`src/rtl/hazard_ctrl_if.sv`:
```
// rtl/hazard_ctrl_if.sv - ID/EX hazard inputs and PC/pipeline-register control outputs
// slave = hazard_ctrl, master = pipeline side driving ID/EX info and consuming requests
interface hazard_ctrl_if;
  logic        id_valid_i;
  logic [4:0]  id_rs1_i;
  logic        id_rs1_used_i;
  logic [4:0]  id_rs2_i;
  logic        id_rs2_used_i;
  logic        id_is_branch_i;
  logic        ex_valid_i;
  logic        ex_mem_read_i;
  logic [4:0]  ex_rd_i;
  logic [1:0]  pipeline_stop_o;
  logic [1:0]  pipeline_stop_branch_o;
  logic        ifid_hold_o;
  logic        idex_bubble_o;
  logic        ifid_flush_o;
  logic [31:0] stall_cnt_o;
  logic [31:0] flush_cnt_o;

  modport slave (
    input  id_valid_i, id_rs1_i, id_rs1_used_i, id_rs2_i, id_rs2_used_i,
    input  id_is_branch_i, ex_valid_i, ex_mem_read_i, ex_rd_i,
    output pipeline_stop_o, pipeline_stop_branch_o, ifid_hold_o, idex_bubble_o,
    output ifid_flush_o, stall_cnt_o, flush_cnt_o
  );

  modport master (
    output id_valid_i, id_rs1_i, id_rs1_used_i, id_rs2_i, id_rs2_used_i,
    output id_is_branch_i, ex_valid_i, ex_mem_read_i, ex_rd_i,
    input  pipeline_stop_o, pipeline_stop_branch_o, ifid_hold_o, idex_bubble_o,
    input  ifid_flush_o, stall_cnt_o, flush_cnt_o
  );
endinterface

```
`src/rtl/hazard_ctrl.sv`:
```
// rtl/hazard_ctrl.sv - load-use / branch hazard stall sequencer; HAZARD_STATS_EN adds stall/flush counters
// IDLE answers combinationally so the PC reacts at the same edge; LOAD/BRANCH count down the rest.
module hazard_ctrl #(
  parameter int LOAD_STALL_CYCLES   = 1,
  parameter int BRANCH_STALL_CYCLES = 2
) (
  input  logic         clk,
  input  logic         rst_n,
  hazard_ctrl_if.slave bus
);

  if (LOAD_STALL_CYCLES < 1 || LOAD_STALL_CYCLES > 3) begin : g_bad_load
    $error("LOAD_STALL_CYCLES must be 1..3");
  end
  if (BRANCH_STALL_CYCLES < 1 || BRANCH_STALL_CYCLES > 3) begin : g_bad_branch
    $error("BRANCH_STALL_CYCLES must be 1..3");
  end

  localparam logic [1:0] LOAD_N   = LOAD_STALL_CYCLES[1:0];
  localparam logic [1:0] BRANCH_M = BRANCH_STALL_CYCLES[1:0];

  typedef enum logic [1:0] {
    S_IDLE   = 2'd0,
    S_LOAD   = 2'd1,
    S_BRANCH = 2'd2
  } state_t;

  state_t     r_state;
  state_t     w_state_nxt;
  logic [1:0] r_cnt;
  logic [1:0] w_cnt_nxt;
  logic [1:0] w_stop;
  logic [1:0] w_stop_branch;
  logic       w_rs1_hit;
  logic       w_rs2_hit;
  logic       w_load_use;
  logic       w_branch;

  // x0 is hardwired zero, so a load targeting it never creates a dependency
  assign w_rs1_hit  = bus.id_rs1_used_i && (bus.id_rs1_i == bus.ex_rd_i);
  assign w_rs2_hit  = bus.id_rs2_used_i && (bus.id_rs2_i == bus.ex_rd_i);
  assign w_load_use = bus.id_valid_i && bus.ex_valid_i && bus.ex_mem_read_i &&
                      (bus.ex_rd_i != 5'd0) && (w_rs1_hit || w_rs2_hit);
  assign w_branch   = bus.id_valid_i && bus.id_is_branch_i && !w_load_use;

  always_ff @(posedge clk) begin
    if (!rst_n) begin
      r_state <= S_IDLE;
      r_cnt   <= 2'd0;
    end else begin
      r_state <= w_state_nxt;
      r_cnt   <= w_cnt_nxt;
    end
  end

  always_comb begin
    w_state_nxt   = r_state;
    w_cnt_nxt     = r_cnt;
    w_stop        = 2'd0;
    w_stop_branch = 2'd0;
    case (r_state)
      S_IDLE: begin
        if (w_load_use) begin
          w_stop = LOAD_N;
          if (LOAD_N > 2'd1) begin
            w_state_nxt = S_LOAD;
            w_cnt_nxt   = LOAD_N - 2'd1;
          end
        end else if (w_branch) begin
          w_stop_branch = BRANCH_M;
          if (BRANCH_M > 2'd1) begin
            w_state_nxt = S_BRANCH;
            w_cnt_nxt   = BRANCH_M - 2'd1;
          end
        end
      end
      S_LOAD: begin
        w_stop    = r_cnt;
        w_cnt_nxt = r_cnt - 2'd1;
        if (r_cnt == 2'd1) w_state_nxt = S_IDLE;
      end
      S_BRANCH: begin
        // ID holds dirty fetches here, so detection is not consulted
        w_stop_branch = r_cnt;
        w_cnt_nxt     = r_cnt - 2'd1;
        if (r_cnt == 2'd1) w_state_nxt = S_IDLE;
      end
      default: begin
        w_state_nxt = S_IDLE;
        w_cnt_nxt   = 2'd0;
      end
    endcase
  end

  assign bus.pipeline_stop_o        = rst_n ? w_stop : 2'd0;
  assign bus.pipeline_stop_branch_o = rst_n ? w_stop_branch : 2'd0;
  assign bus.ifid_hold_o            = (bus.pipeline_stop_o != 2'd0);
  assign bus.idex_bubble_o          = (bus.pipeline_stop_o != 2'd0);
  assign bus.ifid_flush_o           = (bus.pipeline_stop_branch_o != 2'd0);

`ifdef HAZARD_STATS_EN
  logic [31:0] r_stall_cnt;
  logic [31:0] r_flush_cnt;

  always_ff @(posedge clk) begin
    if (!rst_n) begin
      r_stall_cnt <= 32'd0;
      r_flush_cnt <= 32'd0;
    end else begin
      if (bus.pipeline_stop_o != 2'd0)        r_stall_cnt <= r_stall_cnt + 32'd1;
      if (bus.pipeline_stop_branch_o != 2'd0) r_flush_cnt <= r_flush_cnt + 32'd1;
    end
  end

  assign bus.stall_cnt_o = r_stall_cnt;
  assign bus.flush_cnt_o = r_flush_cnt;
`else
  assign bus.stall_cnt_o = 32'd0;
  assign bus.flush_cnt_o = 32'd0;
`endif

endmodule
```
`src/flat_wrapper.sv`:
```
// flat-port wrapper written by rule: the top's interface ports become plain ports
module hazard_ctrl_flat 
#(
  parameter int LOAD_STALL_CYCLES   = 1,
  parameter int BRANCH_STALL_CYCLES = 2
)
  (clk, rst_n, bus_id_valid_i, bus_id_rs1_i, bus_id_rs1_used_i, bus_id_rs2_i, bus_id_rs2_used_i, bus_id_is_branch_i, bus_ex_valid_i, bus_ex_mem_read_i, bus_ex_rd_i, bus_pipeline_stop_o, bus_pipeline_stop_branch_o, bus_ifid_hold_o, bus_idex_bubble_o, bus_ifid_flush_o, bus_stall_cnt_o, bus_flush_cnt_o);
  hazard_ctrl_if bus_i ();
  input  logic clk;
  input  logic rst_n;
  input wire logic [$bits(bus_i.id_valid_i)-1:0] bus_id_valid_i;
  input wire logic [$bits(bus_i.id_rs1_i)-1:0] bus_id_rs1_i;
  input wire logic [$bits(bus_i.id_rs1_used_i)-1:0] bus_id_rs1_used_i;
  input wire logic [$bits(bus_i.id_rs2_i)-1:0] bus_id_rs2_i;
  input wire logic [$bits(bus_i.id_rs2_used_i)-1:0] bus_id_rs2_used_i;
  input wire logic [$bits(bus_i.id_is_branch_i)-1:0] bus_id_is_branch_i;
  input wire logic [$bits(bus_i.ex_valid_i)-1:0] bus_ex_valid_i;
  input wire logic [$bits(bus_i.ex_mem_read_i)-1:0] bus_ex_mem_read_i;
  input wire logic [$bits(bus_i.ex_rd_i)-1:0] bus_ex_rd_i;
  output wire logic [$bits(bus_i.pipeline_stop_o)-1:0] bus_pipeline_stop_o;
  output wire logic [$bits(bus_i.pipeline_stop_branch_o)-1:0] bus_pipeline_stop_branch_o;
  output wire logic [$bits(bus_i.ifid_hold_o)-1:0] bus_ifid_hold_o;
  output wire logic [$bits(bus_i.idex_bubble_o)-1:0] bus_idex_bubble_o;
  output wire logic [$bits(bus_i.ifid_flush_o)-1:0] bus_ifid_flush_o;
  output wire logic [$bits(bus_i.stall_cnt_o)-1:0] bus_stall_cnt_o;
  output wire logic [$bits(bus_i.flush_cnt_o)-1:0] bus_flush_cnt_o;
  assign bus_i.id_valid_i = bus_id_valid_i;
  assign bus_i.id_rs1_i = bus_id_rs1_i;
  assign bus_i.id_rs1_used_i = bus_id_rs1_used_i;
  assign bus_i.id_rs2_i = bus_id_rs2_i;
  assign bus_i.id_rs2_used_i = bus_id_rs2_used_i;
  assign bus_i.id_is_branch_i = bus_id_is_branch_i;
  assign bus_i.ex_valid_i = bus_ex_valid_i;
  assign bus_i.ex_mem_read_i = bus_ex_mem_read_i;
  assign bus_i.ex_rd_i = bus_ex_rd_i;
  assign bus_pipeline_stop_o = bus_i.pipeline_stop_o;
  assign bus_pipeline_stop_branch_o = bus_i.pipeline_stop_branch_o;
  assign bus_ifid_hold_o = bus_i.ifid_hold_o;
  assign bus_idex_bubble_o = bus_i.idex_bubble_o;
  assign bus_ifid_flush_o = bus_i.ifid_flush_o;
  assign bus_stall_cnt_o = bus_i.stall_cnt_o;
  assign bus_flush_cnt_o = bus_i.flush_cnt_o;
  hazard_ctrl #(.LOAD_STALL_CYCLES(LOAD_STALL_CYCLES), .BRANCH_STALL_CYCLES(BRANCH_STALL_CYCLES)) u_core (.clk(clk), .rst_n(rst_n), .bus(bus_i));
endmodule
```
`config.mk`:
```
export PLATFORM = sky130hd
export DESIGN_NAME = hazard_ctrl_flat
export DESIGN_NICKNAME = d
export VERILOG_FILES = /design/src/rtl/hazard_ctrl_if.sv /design/src/rtl/hazard_ctrl.sv /design/src/flat_wrapper.sv
export SDC_FILE = /design/constraint.sdc
export NUM_CORES = 1
export LEC_CHECK = 0
export ABC_AREA = 1
export ABC_CLOCK_PERIOD_IN_PS = 3000
export CORE_MARGIN = 5
export CORE_UTILIZATION = 31
export DETAILED_ROUTE_END_ITERATION = 10
export PLACE_DENSITY = 0.86
export SLEW_MARGIN = 10
export SYNTH_ARGS = -nofsm -noshare
export SYNTH_HDL_FRONTEND = slang
export SYNTH_SLANG_ARGS = --single-unit
```
`constraint.sdc`:
```
create_clock -name clk -period 3 [get_ports clk]
set_clock_uncertainty 0.1 [all_clocks]
set_input_delay 0.9 -clock clk [delete_from_list [all_inputs] [get_ports clk]]
set_output_delay 0.9 -clock clk [all_outputs]
set_load 0.02 [all_outputs]
```
==> flow_summary.ini <==
[timing]
finalHoldViolCount = 0
min_period_ns = 2.96
finalSetupViolations = 0
timing.final.max_slew_violations = 0
period_share_pct = 98.5
setup_slack_ns = 0.0444
fmax_ghz = 0.338

[synthesis]
yosys_warnings = 0
avgSynthCellArea_sq_um = 5.95
syn_inst = 153
synth_ff_type = dfxtp_1
ys_seq_elements = 3
synth_area_sq_um = 911
synth_edf_count = 0
ys_types = 14
yosysSeqAreaShare_pct = 6.59
async_reset_ff_share_pct = 0

[layout]
antennaDiodeCount = 0
mostFrequentLayoutCell = conb_1
syn2layout_area_growth_pct = 18.4
nets = 212
fin_cells = 218
mostFrequentLayoutCells = 65 x conb_1, 27 x nand2_1, 15 x inv_1
drive_gt1_share_pct = 29.4

[worst_setup_path]
crit_type = in2out
crit_chain = clkdlybuf4s50_1 > inv_1 > nor2_1 > clkdlybuf4s15_1
cpPeakStageDelay_ns = 0.47
path_depth = 4
r2r_end = u_core.r_state[1]
cp_max_fo = 3
crit_family = buffers and inverters
slowest_stage = clkdlybuf4s50_1
timing.rr.start = u_core.r_state[1]
crit_buf_inv = 3
endpoint = bus_pipeline_stop_branch_o[0]
cp-startpoint = rst_n
r2r_cells = 5
worst_setup_path_end_kind = output pin
critPathRequiredTime_ns = 2.00
arrival_ns = 1.96
startpoint_type = primary input
regToRegSetupSlack_ns = 1.87

[routing]
drt-total-wl_um = 1930
avgRoutedWirePerCell_um = 8.86
drc = 0
drt_iter0_drc = 16
vias_per_cell = 3.54
vias = 772
drt_pre_antenna_iters = 4
ant_nets = 0

[floorplan]
rows = 19
ios = 94
coreArea_sq_mm = 0.00278
die_w_um = 64.2
die-area_sq_mm = 0.00412
initial_core_util_pct = 32.7
die_h_um = 64.2

[placed_design]
port_buffers = 28
gp_congestion = 0.745
dp_slack_ns = -0.805
dp.cells = 213
hpwl_um = 1700

[power_and_ir_drop]
ir_drop_uv = 145
powerDensity_mw_per_mm2 = 264
p_leak_uw = 0.000693

[clocking]
cts-root-buf = clkbuf_4
h-tree-depth = 1
path_clk_slew_ns = 0.04
clockBufferDepth = 2
worstSkewPairLatency_ns = 0.24
cts-buffers-inserted = 3
cts.sinks = 3
cts_tree = done

[flow_run]
maxCapViolCount = 0

[global_route]
grt_max_degree = 8
antenna_found_initial = 0
grt_overflow_total = 0
track_usage_pct = 7.74
grt_pass1_vias = 655
grt_first_pass_wirelength_um = 2610

[min_path]
hold_depth = 2
hold_class = reg2reg

[outcome]
outcome = complete, no violations
[worst min path at each step]
stage,start,slack [ns],end
finish,u_core.r_cnt[1],0.38,u_core.r_cnt[1]
global route,u_core.r_cnt[1],0.42,u_core.r_cnt[1]
CTS,u_core.r_cnt[1],0.38,u_core.r_cnt[1]
detailed placement,u_core.r_cnt[1],0.38,u_core.r_cnt[1]
global placement,u_core.r_cnt[1],0.37,u_core.r_cnt[1]
floorplan,u_core.r_cnt[1],0.36,u_core.r_cnt[1]
[power by group]
part,internal [uW],switching (uW)
Sequential,43.6,4.56
Clock,49.9,21.9
Combinational,47.8,117
Total,141,144
[what timing repair did]
action | CTS | global route
buffers inserted | 1 | 0
setup endpoints to repair | 6 | 6
resized for setup | 79 | 48
hold buffers | 0 | 0
pin swaps | 21 | 28
[final cells by class]
type	instances	area, sq um
clock buffers	4	26.3
fillers	316	1700
inverters	22	90.1
multi-input cells	125	569
flip-flops and latches	3	60.1
well taps	31	38.8
repair buffers	33	294
[state kept, by name, summed over array words and instances (netlist names)]
register,count
u_core.r_cnt,2
u_core.r_state,1
[through the flow]
step	util, %	total power [uW]	setup TNS [ns]	cell area (sq um)	hold slack (ns)
final	38.8	285	0	1080	0.381
after CTS	36.3	270	-0.0296	1010	0.381
after detailed placement	36.0	202	-4.18	1000	0.376
after global placement	36.0	200	-4.05	1000	0.370
after global routing	38.8	304	-0.0118	1080	0.423
after floorplan	-	218	0	1160	0.357
[cells by family after synthesis]
group	share of synthesized area (%)
AO/OA/AOI/OAI	2.61
adder cells (fa/ha/maj)	1.37
buffers and inverters	64.3
flip-flops	6.59
other	0.412
AND/OR/NAND/NOR	24.7
[cells in the mapped netlist, types with 2 or more instances]
library cell | n | area, sq um
a21oi_1 | 3 | 15.0
buf_4 | 67 | 503
dfxtp_1 | 3 | 60.1
inv_1 | 19 | 71.3
inv_2 | 3 | 11.3
nand2_1 | 35 | 131
nand2_2 | 3 | 18.8
nand3_1 | 4 | 20.0
nand4_1 | 2 | 12.5
nor2_1 | 10 | 37.5
[routing by layer]
metal  vias up  share of wire, %  track usage, %
li1        388                 -               -
met1       323                27            7.79
met2        55                55            13.6
met3         6                15            1.93
met4         0               2.4            5.85
met5         -                 0               0
[worst min-delay path, cell delays in order (launching register included)]
cell and delay (ns):
dfxtp_1 0.30, nand3_1 0.07, a21oi_1 0.06
Note: power is estimated with default switching activity, not from simulation.
